`src/rtl/mem_lsu_port_if.sv`:
```
// Core request/response and memory-initiator signal bundle for mem_lsu_port.
// slave = the LSU itself, master = the core/memory environment driving it.
interface mem_lsu_port_if #(
  parameter int TAG_W = 4
);
  logic             req_valid;
  logic             req_ready;
  logic             req_we;
  logic [2:0]       req_funct3;
  logic [31:0]      req_addr;
  logic [31:0]      req_wdata;
  logic [TAG_W-1:0] req_tag;

  logic             rsp_valid;
  logic             rsp_ready;
  logic [31:0]      rsp_data;
  logic [TAG_W-1:0] rsp_tag;
  logic             rsp_err;

  logic [31:0]      mem_addr;
  logic [3:0]       mem_rmask;
  logic [3:0]       mem_wmask;
  logic [31:0]      mem_wdata;
  logic [31:0]      mem_rdata;
  logic             mem_resp;

  modport slave (
    input  req_valid, req_we, req_funct3, req_addr, req_wdata, req_tag,
    output req_ready,
    output rsp_valid, rsp_data, rsp_tag, rsp_err,
    input  rsp_ready,
    output mem_addr, mem_rmask, mem_wmask, mem_wdata,
    input  mem_rdata, mem_resp
  );

  modport master (
    output req_valid, req_we, req_funct3, req_addr, req_wdata, req_tag,
    input  req_ready,
    input  rsp_valid, rsp_data, rsp_tag, rsp_err,
    output rsp_ready,
    input  mem_addr, mem_rmask, mem_wmask, mem_wdata,
    output mem_rdata, mem_resp
  );
endinterface

```
`src/rtl/mem_lsu_port.sv`:
```
// Single-outstanding load/store port: byte/half/word core requests onto a word-aligned, byte-masked memory bus.
// Build option MISALIGN_CHECK_EN: misaligned half/word accesses complete as errors instead of truncated issues.
module mem_lsu_port #(
  parameter int TAG_W = 4
) (
  input logic           clk,
  input logic           rst_n,
  mem_lsu_port_if.slave bus
);
  typedef enum logic [1:0] {IDLE = 2'd0, ISSUE = 2'd1, WAIT = 2'd2, DONE = 2'd3} state_e;

  state_e           state_q, state_d;
  logic             init_q;
  logic             we_q, we_d;
  logic [2:0]       funct3_q, funct3_d;
  logic [1:0]       off_q, off_d;
  logic [31:0]      mem_addr_q, mem_addr_d;
  logic [31:0]      mem_wdata_q, mem_wdata_d;
  logic             rsp_valid_q, rsp_valid_d;
  logic             rsp_err_q, rsp_err_d;
  logic [31:0]      rsp_data_q, rsp_data_d;
  logic [TAG_W-1:0] rsp_tag_q, rsp_tag_d;

  logic             accept;
  logic             req_bad;
  logic [1:0]       req_off;
  logic [31:0]      req_lane;
  logic [31:0]      rd_shift;
  logic [31:0]      load_data;
  logic [3:0]       size_mask;
  logic [3:0]       lane_mask;

  assign accept = bus.req_valid && init_q && (state_q == IDLE);

  always_comb begin
    req_off = bus.req_addr[1:0];
    case (bus.req_funct3)
      3'b000, 3'b001, 3'b010: req_bad = 1'b0;
      3'b100, 3'b101:         req_bad = bus.req_we;
      default:                req_bad = 1'b1;
    endcase
`ifdef MISALIGN_CHECK_EN
    if ((bus.req_funct3[1:0] == 2'b01) && (req_off == 2'b11)) req_bad = 1'b1;
    if ((bus.req_funct3[1:0] == 2'b10) && (req_off != 2'b00)) req_bad = 1'b1;
`endif
    case (bus.req_funct3[1:0])
      2'b00:   req_lane = {24'b0, bus.req_wdata[7:0]};
      2'b01:   req_lane = {16'b0, bus.req_wdata[15:0]};
      default: req_lane = bus.req_wdata;
    endcase
  end

  // Bytes shifted past lane 3 fall off the top, which is the truncation a misaligned access gets.
  always_comb begin
    rd_shift = bus.mem_rdata >> {off_q, 3'b000};
    case (funct3_q)
      3'b000:  load_data = {{24{rd_shift[7]}}, rd_shift[7:0]};
      3'b001:  load_data = {{16{rd_shift[15]}}, rd_shift[15:0]};
      3'b100:  load_data = {24'b0, rd_shift[7:0]};
      3'b101:  load_data = {16'b0, rd_shift[15:0]};
      default: load_data = rd_shift;
    endcase
  end

  always_ff @(posedge clk or negedge rst_n) begin
    if (!rst_n) begin
      state_q <= IDLE;
      init_q  <= 1'b0;
    end else begin
      state_q <= state_d;
      init_q  <= 1'b1;
    end
  end

  always_comb begin
    state_d = state_q;
    case (state_q)
      IDLE:    if (accept) state_d = req_bad ? DONE : ISSUE;
      ISSUE:   state_d = WAIT;
      WAIT:    if (bus.mem_resp) state_d = DONE;
      DONE:    if (rsp_valid_q && bus.rsp_ready) state_d = IDLE;
      default: state_d = IDLE;
    endcase
  end

  // Response fields are flops: DONE spends one cycle loading rsp_valid before the core sees it.
  always_comb begin
    we_d        = we_q;
    funct3_d    = funct3_q;
    off_d       = off_q;
    mem_addr_d  = mem_addr_q;
    mem_wdata_d = mem_wdata_q;
    rsp_err_d   = rsp_err_q;
    rsp_data_d  = rsp_data_q;
    rsp_tag_d   = rsp_tag_q;
    rsp_valid_d = (state_q == DONE) && !(rsp_valid_q && bus.rsp_ready);
    if (accept) begin
      we_d        = bus.req_we;
      funct3_d    = bus.req_funct3;
      off_d       = req_off;
      mem_addr_d  = {bus.req_addr[31:2], 2'b00};
      mem_wdata_d = bus.req_we ? (req_lane << {req_off, 3'b000}) : 32'h0;
      rsp_err_d   = req_bad;
      rsp_data_d  = 32'h0;
      rsp_tag_d   = bus.req_tag;
    end
    if ((state_q == WAIT) && bus.mem_resp) begin
      rsp_data_d = we_q ? 32'h0 : load_data;
    end
  end

  always_ff @(posedge clk or negedge rst_n) begin
    if (!rst_n) begin
      we_q        <= 1'b0;
      funct3_q    <= 3'b000;
      off_q       <= 2'b00;
      mem_addr_q  <= 32'h0;
      mem_wdata_q <= 32'h0;
      rsp_valid_q <= 1'b0;
      rsp_err_q   <= 1'b0;
      rsp_data_q  <= 32'h0;
      rsp_tag_q   <= '0;
    end else begin
      we_q        <= we_d;
      funct3_q    <= funct3_d;
      off_q       <= off_d;
      mem_addr_q  <= mem_addr_d;
      mem_wdata_q <= mem_wdata_d;
      rsp_valid_q <= rsp_valid_d;
      rsp_err_q   <= rsp_err_d;
      rsp_data_q  <= rsp_data_d;
      rsp_tag_q   <= rsp_tag_d;
    end
  end

  always_comb begin
    case (funct3_q[1:0])
      2'b00:   size_mask = 4'b0001;
      2'b01:   size_mask = 4'b0011;
      default: size_mask = 4'b1111;
    endcase
    lane_mask     = size_mask << off_q;
    bus.req_ready = init_q && (state_q == IDLE);
    bus.mem_rmask = 4'b0000;
    bus.mem_wmask = 4'b0000;
    if (state_q == ISSUE) begin
      if (we_q) bus.mem_wmask = lane_mask;
      else      bus.mem_rmask = lane_mask;
    end
  end

  assign bus.mem_addr  = mem_addr_q;
  assign bus.mem_wdata = mem_wdata_q;
  assign bus.rsp_valid = rsp_valid_q;
  assign bus.rsp_err   = rsp_err_q;
  assign bus.rsp_data  = rsp_data_q;
  assign bus.rsp_tag   = rsp_tag_q;

endmodule
```
`src/flat_wrapper.sv`:
```
// flat-port wrapper written by rule: the top's interface ports become plain ports
module mem_lsu_port_flat 
#(
  parameter int TAG_W = 4
)
  (clk, rst_n, bus_req_valid, bus_req_we, bus_req_funct3, bus_req_addr, bus_req_wdata, bus_req_tag, bus_req_ready, bus_rsp_valid, bus_rsp_data, bus_rsp_tag, bus_rsp_err, bus_rsp_ready, bus_mem_addr, bus_mem_rmask, bus_mem_wmask, bus_mem_wdata, bus_mem_rdata, bus_mem_resp);
  mem_lsu_port_if #(.TAG_W(TAG_W)) bus_i ();
  input logic clk;
  input logic rst_n;
  input wire logic [$bits(bus_i.req_valid)-1:0] bus_req_valid;
  input wire logic [$bits(bus_i.req_we)-1:0] bus_req_we;
  input wire logic [$bits(bus_i.req_funct3)-1:0] bus_req_funct3;
  input wire logic [$bits(bus_i.req_addr)-1:0] bus_req_addr;
  input wire logic [$bits(bus_i.req_wdata)-1:0] bus_req_wdata;
  input wire logic [$bits(bus_i.req_tag)-1:0] bus_req_tag;
  output wire logic [$bits(bus_i.req_ready)-1:0] bus_req_ready;
  output wire logic [$bits(bus_i.rsp_valid)-1:0] bus_rsp_valid;
  output wire logic [$bits(bus_i.rsp_data)-1:0] bus_rsp_data;
  output wire logic [$bits(bus_i.rsp_tag)-1:0] bus_rsp_tag;
  output wire logic [$bits(bus_i.rsp_err)-1:0] bus_rsp_err;
  input wire logic [$bits(bus_i.rsp_ready)-1:0] bus_rsp_ready;
  output wire logic [$bits(bus_i.mem_addr)-1:0] bus_mem_addr;
  output wire logic [$bits(bus_i.mem_rmask)-1:0] bus_mem_rmask;
  output wire logic [$bits(bus_i.mem_wmask)-1:0] bus_mem_wmask;
  output wire logic [$bits(bus_i.mem_wdata)-1:0] bus_mem_wdata;
  input wire logic [$bits(bus_i.mem_rdata)-1:0] bus_mem_rdata;
  input wire logic [$bits(bus_i.mem_resp)-1:0] bus_mem_resp;
  assign bus_i.req_valid = bus_req_valid;
  assign bus_i.req_we = bus_req_we;
  assign bus_i.req_funct3 = bus_req_funct3;
  assign bus_i.req_addr = bus_req_addr;
  assign bus_i.req_wdata = bus_req_wdata;
  assign bus_i.req_tag = bus_req_tag;
  assign bus_req_ready = bus_i.req_ready;
  assign bus_rsp_valid = bus_i.rsp_valid;
  assign bus_rsp_data = bus_i.rsp_data;
  assign bus_rsp_tag = bus_i.rsp_tag;
  assign bus_rsp_err = bus_i.rsp_err;
  assign bus_i.rsp_ready = bus_rsp_ready;
  assign bus_mem_addr = bus_i.mem_addr;
  assign bus_mem_rmask = bus_i.mem_rmask;
  assign bus_mem_wmask = bus_i.mem_wmask;
  assign bus_mem_wdata = bus_i.mem_wdata;
  assign bus_i.mem_rdata = bus_mem_rdata;
  assign bus_i.mem_resp = bus_mem_resp;
  mem_lsu_port #(.TAG_W(TAG_W)) u_core (.clk(clk), .rst_n(rst_n), .bus(bus_i));
endmodule
```
`config.mk`:
```
export PLATFORM = sky130hd
export DESIGN_NAME = mem_lsu_port_flat
export DESIGN_NICKNAME = d
export VERILOG_FILES = /design/src/rtl/mem_lsu_port_if.sv /design/src/rtl/mem_lsu_port.sv /design/src/flat_wrapper.sv
export SDC_FILE = /design/constraint.sdc
export NUM_CORES = 1
export LEC_CHECK = 0
export ABC_AREA = 1
export CAP_MARGIN = 30
export CELL_PAD_IN_SITES_DETAIL_PLACEMENT = 1
export CELL_PAD_IN_SITES_GLOBAL_PLACEMENT = 1
export CORE_MARGIN = 3
export CORE_UTILIZATION = 31
export CTS_BUF_LIST = sky130_fd_sc_hd__clkbuf_8
export DETAILED_ROUTE_END_ITERATION = 8
export HOLD_SLACK_MARGIN = 0.08
export PLACE_DENSITY_LB_ADDON = 0.1
export SLEW_MARGIN = 0
export SYNTH_ARGS = -nofsm -noshare
export SYNTH_HDL_FRONTEND = slang
export SYNTH_SLANG_ARGS = --single-unit
```
`constraint.sdc`:
```
create_clock -name clk -period 2.2 [get_ports clk]
set_clock_uncertainty 0.05 [all_clocks]
set_input_delay 0.22 -clock clk [delete_from_list [all_inputs] [get_ports clk]]
set_output_delay 0.22 -clock clk [all_outputs]
set_load 0.01 [all_outputs]
```
* After elaboration in Yosys (flattened, before gate mapping)
Index checks and enable logic that the tools add are counted.
Widths: inputs -> output; s select.
** Storage, ports and cells
- Flip-flop bits (word level) :: 109
- Latch bits :: 0
- RAM bits :: 0
- Memory bits (read-only) :: 0
- Input port bits :: 109
- Output and inout bits :: 111
- Word-level logic and storage cells :: 62
- Memories kept :: 0
** Operators by class
- Add/subtract/negate cells :: 0
- Multipliers :: 0
- Divide/modulo/power cells :: 0
- Order comparisons :: 0
- Equal/unequal tests :: 15
- Shift operators :: 3
- Multiplexer cells :: 17
- Bitwise operators :: 0
- Reduce and logical (&&, ||, !) cells :: 16
** Operator list (number)
- $mux 32 :: 4
- $pmux 32 s4 :: 1
- $pmux 32 s2 :: 1
- $shl 32x5->32 :: 1
- $shr 32x5->32 :: 1
- $mux 4 :: 4
- $eq 3x3->1 const B :: 4
- $mux 2 :: 4
- $pmux 2 s4 :: 1
- $pmux 4 s2 :: 1
- $eq 2x1->1 const B :: 3
- $eq 3x1->1 const B :: 2
- $logic_and 1x1->1 :: 6
- $logic_not 2->1 :: 3
- $logic_not 3->1 :: 2
- $eq 2x2->1 const B :: 2
- $ne 2x1->1 const B :: 2
- $shl 4x2->4 :: 1
- $eq 3x2->1 const B :: 1
- $reduce_and 3->1 :: 1
- $reduce_or 3->1 :: 1
- $ne 2x2->1 const B :: 1
- $pmux 1 s2 :: 1
- $reduce_bool 2->1 :: 1
- other kinds (2) :: 2

* Depth between registers and ports, before layout
Gate-level depths: netlist (run 1).
- Depth after elaboration :: 6
- Mapped depth :: 11
- Depth with buffers taken out :: 9

* Least setup slack after synthesis (run 1)
No wires, ideal clock.
- Path kind :: register -> register
- Start point :: reg u_core.state_q[0]
- End point :: reg u_core.rsp_data_q[4] (netlist: u_core.bus.rsp_data[4])
- Library setup time :: 0.066 ns
- Data arrival time :: 1.468 ns
- Data required time :: 2.084 ns
- Slack :: 0.617 ns
- Stages on the path, launching flop included :: 10
- Path buffers :: 1
- Clock period less this slack :: 1.583 ns
- Cells stage by stage :: dfrtp_1 -> inv_1 -> ha_1 -> nand2_1 -> nor2_4 -> inv_1 -> buf_2 -> a31oi_1 -> o21ai_0 -> nand2_1
** Between the ends
- Cells in the longest elaborated chain, start to end :: 3
- Elaborated cells between the ends (all ways) :: 6
- Those cells by class :: eq/ne: 1; mux: 1; reduce/logical: 4
** RTL lines
- start: declaration :: RTL line mem_lsu_port.sv:12 : state_e state_q, state_d;
- start signal: assignment :: RTL line mem_lsu_port.sv:70 : state_q <= state_d;
- $eq 2x2->1 or $logic_not 2->1 (tied branches) :: RTL line mem_lsu_port.sv:107, mem_lsu_port.sv:33
- $logic_and 1x1->1, on equally long branches :: RTL line mem_lsu_port.sv:107, mem_lsu_port.sv:33
- $mux 32 or $reduce_bool 2->1 (tied branches)
- end signal: assignment :: RTL line mem_lsu_port.sv:131 : rsp_data_q <= rsp_data_d;
- end: declaration :: RTL line mem_lsu_port.sv:21 : logic [31:0] rsp_data_q, rsp_data_d;
Several ways; a longest one is shown, not always the timed one.
A chain may end at the register's enable or synchronous reset.

* Final worst setup path (run 1)
- Start point :: reg u_core.state_q[0]
- End point :: out bus_req_ready
** Between the ends
- Cells in the longest elaborated chain, start to end :: 2
** RTL lines
- $logic_not 2->1 :: RTL line mem_lsu_port.sv:143 : bus.req_ready = init_q && (state_q == IDLE);
- $logic_and 1x1->1 :: RTL line mem_lsu_port.sv:143
- end: declaration :: RTL line flat_wrapper.sv:16 : output wire logic [$bits(bus_i.req_ready)-1:0] bus_req_ready;
No other way between the ends.

==> results.py, run 1 <==
metrics = {
    "placed_design": {
        "io_buffers": 217,
        "gp_congestion": 0.834,
        "dp_cells": 1172,
        "hpwlAfterDp_mm": 15.2,
    },
    "floorplanning": {
        "rows": 48,
        "dieArea_sq_um": 19600,
        "ios": 220,
        "core_sq_um": 17500,
        "start_util_pct": 31.9,
        "fp.dieH_microns": 140,
        "die_w_microns": 140,
    },
    "cts": {
        "cts_buffer_depth": 2,
        "cts_root_buffer": "clkbuf_8",
        "cts_buffers": 9,
        "clkTransAtPathRegs_ns": 0.10,
        "insertion_delay_ns": 0.38,
        "cts.sinks": 109,
        "cts_tree": "done",
        "cts_max_level": 3,
    },
    "detailed_routing": {
        "wl_per_cell_microns": 16.6,
        "routed_via_density": 4.76,
        "ant_nets": 0,
        "drcViolationCount": 0,
        "firstDrtPassIters": 4,
        "dr_total_vias": 5667,
        "drtIter0Drc": 260,
        "route.final.wire_length_mm": 19.8,
    },
    "final_layout": {
        "final_nets": 1076,
        "antenna_cells": 0,
        "multi_input_area_sq_um": 2480,
        "ff_latch_area_sq_um": 2730,
        "nFillCells": 2128,
        "area_delta_synth_final_pct": 46.3,
        "final_cell_count_no_fill": 1190,
        "post-route-util_pct": 46.7,
        "final_layout_size_suffix_gt1_share_pct": 5.70,
    },
    "worst_setup_path": {
        "slowest_stage": "clkdlybuf4s50_1",
        "critPathCaptureType": "primary output",
        "cp_common_cell": "inv_1",
        "slowest_delay_ns": 0.52,
        "cp_max_fo": 4,
        "required_ns": 1.93,
        "cpLargestDelayFamily": "buffers and inverters",
        "worstPathCellList": "inv_1 > ha_1 > nand2_1 > inv_1 > clkdlybuf4s50_1",
        "worst-path-buf-inv": 3,
        "start_kind": "register",
        "cp.arrival_ns": 1.77,
        "path_class": "register to primary output",
    },
    "timing": {
        "post-route-period-util_pct": 92.6,
        "period_minus_slack_ns": 2.04,
        "maxSlewViolCount": 0,
        "tns_ns": 0,
        "hold_viol": 0,
        "worst_pin_slew_ns": 0.559,
        "setup_viol": 0,
        "clock.fmax_mhz": 491,
        "slew_headroom_pct": 62.8,
        "rsz0062_at_grt": "no",
    },
    "synth": {
        "synthXorXnorAreaFrac_pct": 0,
        "synth_fa_ha_area_share_pct": 1.12,
        "ys_types": 27,
        "synth_seq_cells": 109,
        "synth.avg_cell_area_sq_um": 7.38,
        "synth_top_family_by_area": "simple AND/OR/NAND/NOR gates",
        "ys_warn_count": 0,
        "synthMuxAreaShare_pct": 0,
        "yosysSeqAreaShare_pct": 48.9,
        "synth_cells": 755,
        "synth_compound_area_share_pct": 9.86,
        "yosysTopAreaCellShare_pct": 48.9,
        "synth-simple-area-share_pct": 33.3,
        "synth_area_sq_um": 5570,
        "yosysTopAreaCell": "dfrtp_1",
        "ys_top_cells_by_area": "dfrtp_1 49%, nand2_1 27%, o21ai_0 3.5%",
    },
    "power_and_ir_drop": {
        "vdd_drop_max_mv": 0.504,
        "power_leakage_nw": 4.12,
        "powerDensity_nw_per_um2": 1180,
    },
    "global_routing": {
        "antenna_found_initial": 0,
        "grt_pass1_vias": 6147,
        "grt_usage_pct": 20.1,
        "overflow": 0,
        "grt_max_degree": 55,
        "grt_first_pass_wirelength_mm": 31.6,
    },
    "worst_hold_path": {
        "worstHoldPathType": "input pin to async pin",
    },
    "run_status": {
        "status": "finished, final reports clean",
    },
    "run": {
        "max-cap-violations": 0,
    },
}
## cells in the mapped netlist
cell and instances:
nand2_1 399, dfrtp_1 109, o21ai_0 39, a21oi_1 33, inv_1 30, nand3_1 25
nor2_1 22, clkbuf_1 21, o211ai_1 13, buf_2 11, a31oi_1 7, inv_2 6
o21ai_1 6, buf_6 5, ha_1 5, buf_1 3, buf_4 3, nand2_4 3
nand3_4 3, a22o_1 2, conb_1 2, nor2_2 2, nor2_4 2, inv_6 1
nand2_2 1, nor2_8 1, nor3_1 1
## per-layer routing
layer | track usage (%) | vias to the layer above | share of wire, %
met5 | 0 | - | 0
met3 | 4.03 | 19 | 4.5
met2 | 36.3 | 154 | 52
met4 | 4.44 | 0 | 1.1
met1 | 24.7 | 2731 | 42
li1 | - | 2763 | -
## timing repair
item / CTS / global route
hold buffers: 1 / 0
buffers inserted: 0 / 3
cloned: 0 / 0
endpoints found under the setup margin: 4 / 7
pin swaps: 0 / 1
gates resized for setup: 4 / 6
endpoints found under the hold margin: 28 / 0
## through the flow
step	power [mW]	instance area, sq um	setup slack (ns)	hold slack, ns
floorplan	5.94	5580	0.617	-0.126
finish	9.60	8160	0.164	0.262
detailed placement	8.58	7940	0.163	0.155
CTS	9.77	8110	0.00147	0.256
global route	10.4	8160	0.0343	0.286
global placement	8.40	7940	0.311	0.140
## logic make-up after synthesis
family,Yosys count
AO/OA/AOI/OAI,100
adder cells (fa/ha/maj),5
buffers and inverters,80
flip-flops,109
other,2
AND/OR/NAND/NOR,459
## worst register-to-register path, stage by stage (launching register included)
cell and delay [ns]:
dfrtp_1 0.43, inv_1 0.16, buf_4 0.42, nand3_4 0.15
nand3_4 0.18, nand3_4 0.20, nand2_1 0.12, nand2_1 0.05
## area by class of cell
class | instances | share of cell area, %
Inverter | 37 | 1.76
Timing Repair Buffer | 238 | 28.9
Clock inverter | 5 | 0.460
Multi-Input combinational cell | 567 | 30.4
Tap cell | 225 | 3.45
Clock buffer | 9 | 1.52
Sequential cell | 109 | 33.4
## placed cells by master (no fill, tap or decap), types with 3 or more instances in the layout
cell type	instances
a21oi_1	33
a31oi_1	7
buf_4	19
clkbuf_8	9
clkdlybuf4s50_1	208
conb_1	3
dfrtp_1	109
dlygate4sd2_1	4
dlymetal6s2s_1	4
ha_1	5
inv_1	29
inv_2	7
nand2_1	399
nand2_4	3
nand3_1	25
nand3_4	3
nor2_1	22
o211ai_1	13
o21ai_0	38
o21ai_1	7
## state kept, by name, indices dropped and copies added, names as in the netlist
register	cells
u_core.funct3_q	3
u_core.bus.mem_wdata	32
u_core.bus.mem_addr	30
u_core.bus.rsp_tag	4
u_core.bus.rsp_valid	1
u_core.off_q	2
u_core.init_q	1
u_core.state_q	2
u_core.we_q	1
u_core.bus.rsp_data	32
u_core.bus.rsp_err	1
## final timing paths
kind | start | end | slack (ns) | cells after the start
worst min register to register | u_core.bus.mem_addr[22]$_DFFE_PN0P_ | u_core.bus.mem_addr[22]$_DFFE_PN0P_ | 0.43 | 2
max in group asynchronous | rst_n | u_core.bus.mem_addr[5]$_DFFE_PN0P_ | 1.19 | 3
min in group clk | bus_req_addr[22] | u_core.bus.mem_addr[22]$_DFFE_PN0P_ | 0.31 | 3
worst max register to register | u_core.off_q[1]$_DFFE_PN0P_ | u_core.bus.rsp_data[28]$_DFFE_PN0P_ | 0.35 | 7
worst min-delay path | rst_n | u_core.bus.rsp_data[11]$_DFFE_PN0P_ | 0.26 | 2
worst max-delay path | u_core.state_q[0]$_DFFE_PN0P_ | bus_req_ready | 0.16 | 5
## power breakdown
group | internal (mW) | switching [mW]
logic | 2.38 | 2.68
clock network | 0.409 | 0.737
registers | 2.85 | 0.538
total | 5.64 | 3.96
Note: power is estimated with default switching activity, not from simulation.
==> inputs of run 2 (changes only) <==
GPL_TIMING_DRIVEN = 0   (was not set)
==> results.py, run 2 (same netlist as run 1, synthesis figures left out) <==
metrics = {
    "detailed_routing": {
        "dr_total_vias": 5725,
        "firstDrtPassIters": 4,
        "ant_nets": 0,
        "drtIter0Drc": 233,
        "wl_per_cell_microns": 16.7,
        "routed_via_density": 4.71,
        "drcViolationCount": 0,
        "route.final.wire_length_mm": 20.3,
    },
    "worst_setup_path": {
        "path_class": "register to primary output",
        "start_kind": "register",
        "worst-path-buf-inv": 5,
        "required_ns": 1.93,
        "cp.arrival_ns": 1.78,
        "worstPathCellList": "buf_6 > inv_2 > buf_6 > buf_6 > nand3_2 > o21ai_2 > nor2_1 > dlygate4sd2_1",
        "slowest_delay_ns": 0.39,
        "cpLargestDelayFamily": "buffers and inverters",
        "slowest_stage": "dfrtp_1",
        "cp_common_cell": "buf_6",
        "cp_max_fo": 10,
        "critPathCaptureType": "primary output",
    },
    "power_and_ir_drop": {
        "power_leakage_nw": 4.10,
        "powerDensity_nw_per_um2": 1190,
        "p_total_mw": 9.85,
        "vdd_drop_max_mv": 0.431,
    },
    "timing": {
        "hold_viol": 0,
        "hold_ws_ns": 0.238,
        "worst_pin_slew_ns": 0.575,
        "post-route-period-util_pct": 93.3,
        "clock.fmax_mhz": 487,
        "period_minus_slack_ns": 2.05,
        "setup_viol": 0,
        "rsz0062_at_grt": "no",
        "slew_headroom_pct": 61.7,
        "maxSlewViolCount": 0,
    },
    "floorplanning": {
        "start_util_pct": 31.9,
        "die_w_microns": 140,
        "fp.dieH_microns": 140,
        "core_sq_um": 17500,
        "dieArea_sq_um": 19600,
        "rows": 48,
        "ios": 220,
    },
    "final_layout": {
        "final_nets": 1099,
        "final_cell_count_no_fill": 1215,
        "final_cell_mix": "398 x nand2_1, 206 x clkdlybuf4s50_1, 109 x dfrtp_1, 37 x o21ai_0, 33 x a21oi_1",
        "final_layout_size_suffix_gt1_share_pct": 6.46,
        "antenna_cells": 0,
        "layout_commonest_cell": "nand2_1",
        "area_delta_synth_final_pct": 48.0,
    },
    "cts": {
        "cts.sinks": 109,
        "clkTransAtPathRegs_ns": 0.11,
        "cts_tree": "done",
        "cts_root_buffer": "clkbuf_8",
        "cts_buffer_depth": 2,
        "cts_buffers": 9,
        "insertion_delay_ns": 0.39,
        "cts_max_level": 3,
    },
    "global_routing": {
        "antenna_found_initial": 0,
        "overflow": 0,
        "grt_first_pass_wirelength_mm": 32.4,
        "grt_max_degree": 74,
        "grt_pass1_vias": 6006,
        "grt_usage_pct": 20.8,
    },
    "worst_hold_path": {
        "worstHoldPathType": "input pin to async pin",
    },
    "placed_design": {
        "io_buffers": 215,
        "gp_congestion": 0.852,
        "dp_cells": 1197,
        "hpwlAfterDp_mm": 15.7,
    },
    "run": {
        "max-cap-violations": 0,
    },
    "run_status": {
        "status": "finished, final reports clean",
    },
}
-- run 2: cell count changes in the layout (fill, tap and decap cells not counted), moves of 3 or more --
| cell | before | now |
|---|---|---|
| clkbuf_1 | 0 | 20 |
| buf_2 | 0 | 7 |
| buf_6 | 0 | 7 |
| buf_4 | 19 | 7 |
| dlymetal6s2s_1 | 4 | 0 |
| clkbuf_2 | 0 | 3 |
| buf_1 | 0 | 3 |
-- run 2: cell type report --
type / instances / area (sq um)
fillers: 2201 / 9230
inverters: 37 / 144
plain buffers: 42 / 231
repair buffers: 219 / 2190
multi-input cells: 567 / 2490
well taps: 225 / 282
flip-flops and latches: 109 / 2730
clock buffers: 9 / 124
clock inverters: 7 / 61.3
-- run 2: stage by stage --
step	worst slack (ns)	TNS, ns	area (sq um)	util, %
finish	0.148	0	8250	47.2
CTS	0.00132	0	8240	47.1
global placement	-3.78	-410.22	8010	45.8
global route	0.00237	0	8250	47.2
detailed placement	-0.0544	-0.100	8040	46.0
floorplan	0.617	0	5580	-
-- run 2: path summary, 6_finish.rpt --
path | cells past startpoint | start | endpoint | slack (ns)
worst max register to register | 10 | u_core.state_q[1]$_DFFE_PN0P_ | u_core.bus.rsp_data[31]$_DFFE_PN0P_ | 0.23
worst min register to register | 2 | u_core.bus.mem_addr[11]$_DFFE_PN0P_ | u_core.bus.mem_addr[11]$_DFFE_PN0P_ | 0.43
max in group asynchronous | 3 | rst_n | u_core.bus.mem_wdata[7]$_DFFE_PN0P_ | 1.16
min in group clk | 3 | bus_req_addr[1] | u_core.off_q[1]$_DFFE_PN0P_ | 0.24
worst min-delay path | 2 | rst_n | u_core.bus.rsp_data[4]$_DFFE_PN0P_ | 0.24
worst max-delay path | 8 | u_core.off_q[0]$_DFFE_PN0P_ | bus_mem_rmask[3] | 0.15
-- run 2: timing repair --
action | in CTS | in global routing
setup endpoints to repair | 8 | 7
setup buffers | 0 | 2
pin swaps | 0 | 1
hold buffers | 1 | 0
resized for setup | 17 | 6
hold endpoints to repair | 36 | 0
-- run 2: layer usage --
layer  up-vias  GRT usage, %  wire, microns
met1      2747          26.6           8920
met3        21          4.34           1040
met4         0          5.15            303
li1       2817             -              -
met5         -             0              0
met2       140          36.1          10000
-- run 2: power breakdown --
| group | switching [mW] | internal (mW) | total, mW | leakage (nW) |
|---|---|---|---|---|
| logic | 2.79 | 2.49 | 5.28 | 2.59 |
| clock network | 0.774 | 0.428 | 1.20 | 0.0899 |
| registers | 0.509 | 2.85 | 3.36 | 1.42 |
| total | 4.07 | 5.77 | 9.85 | 4.10 |
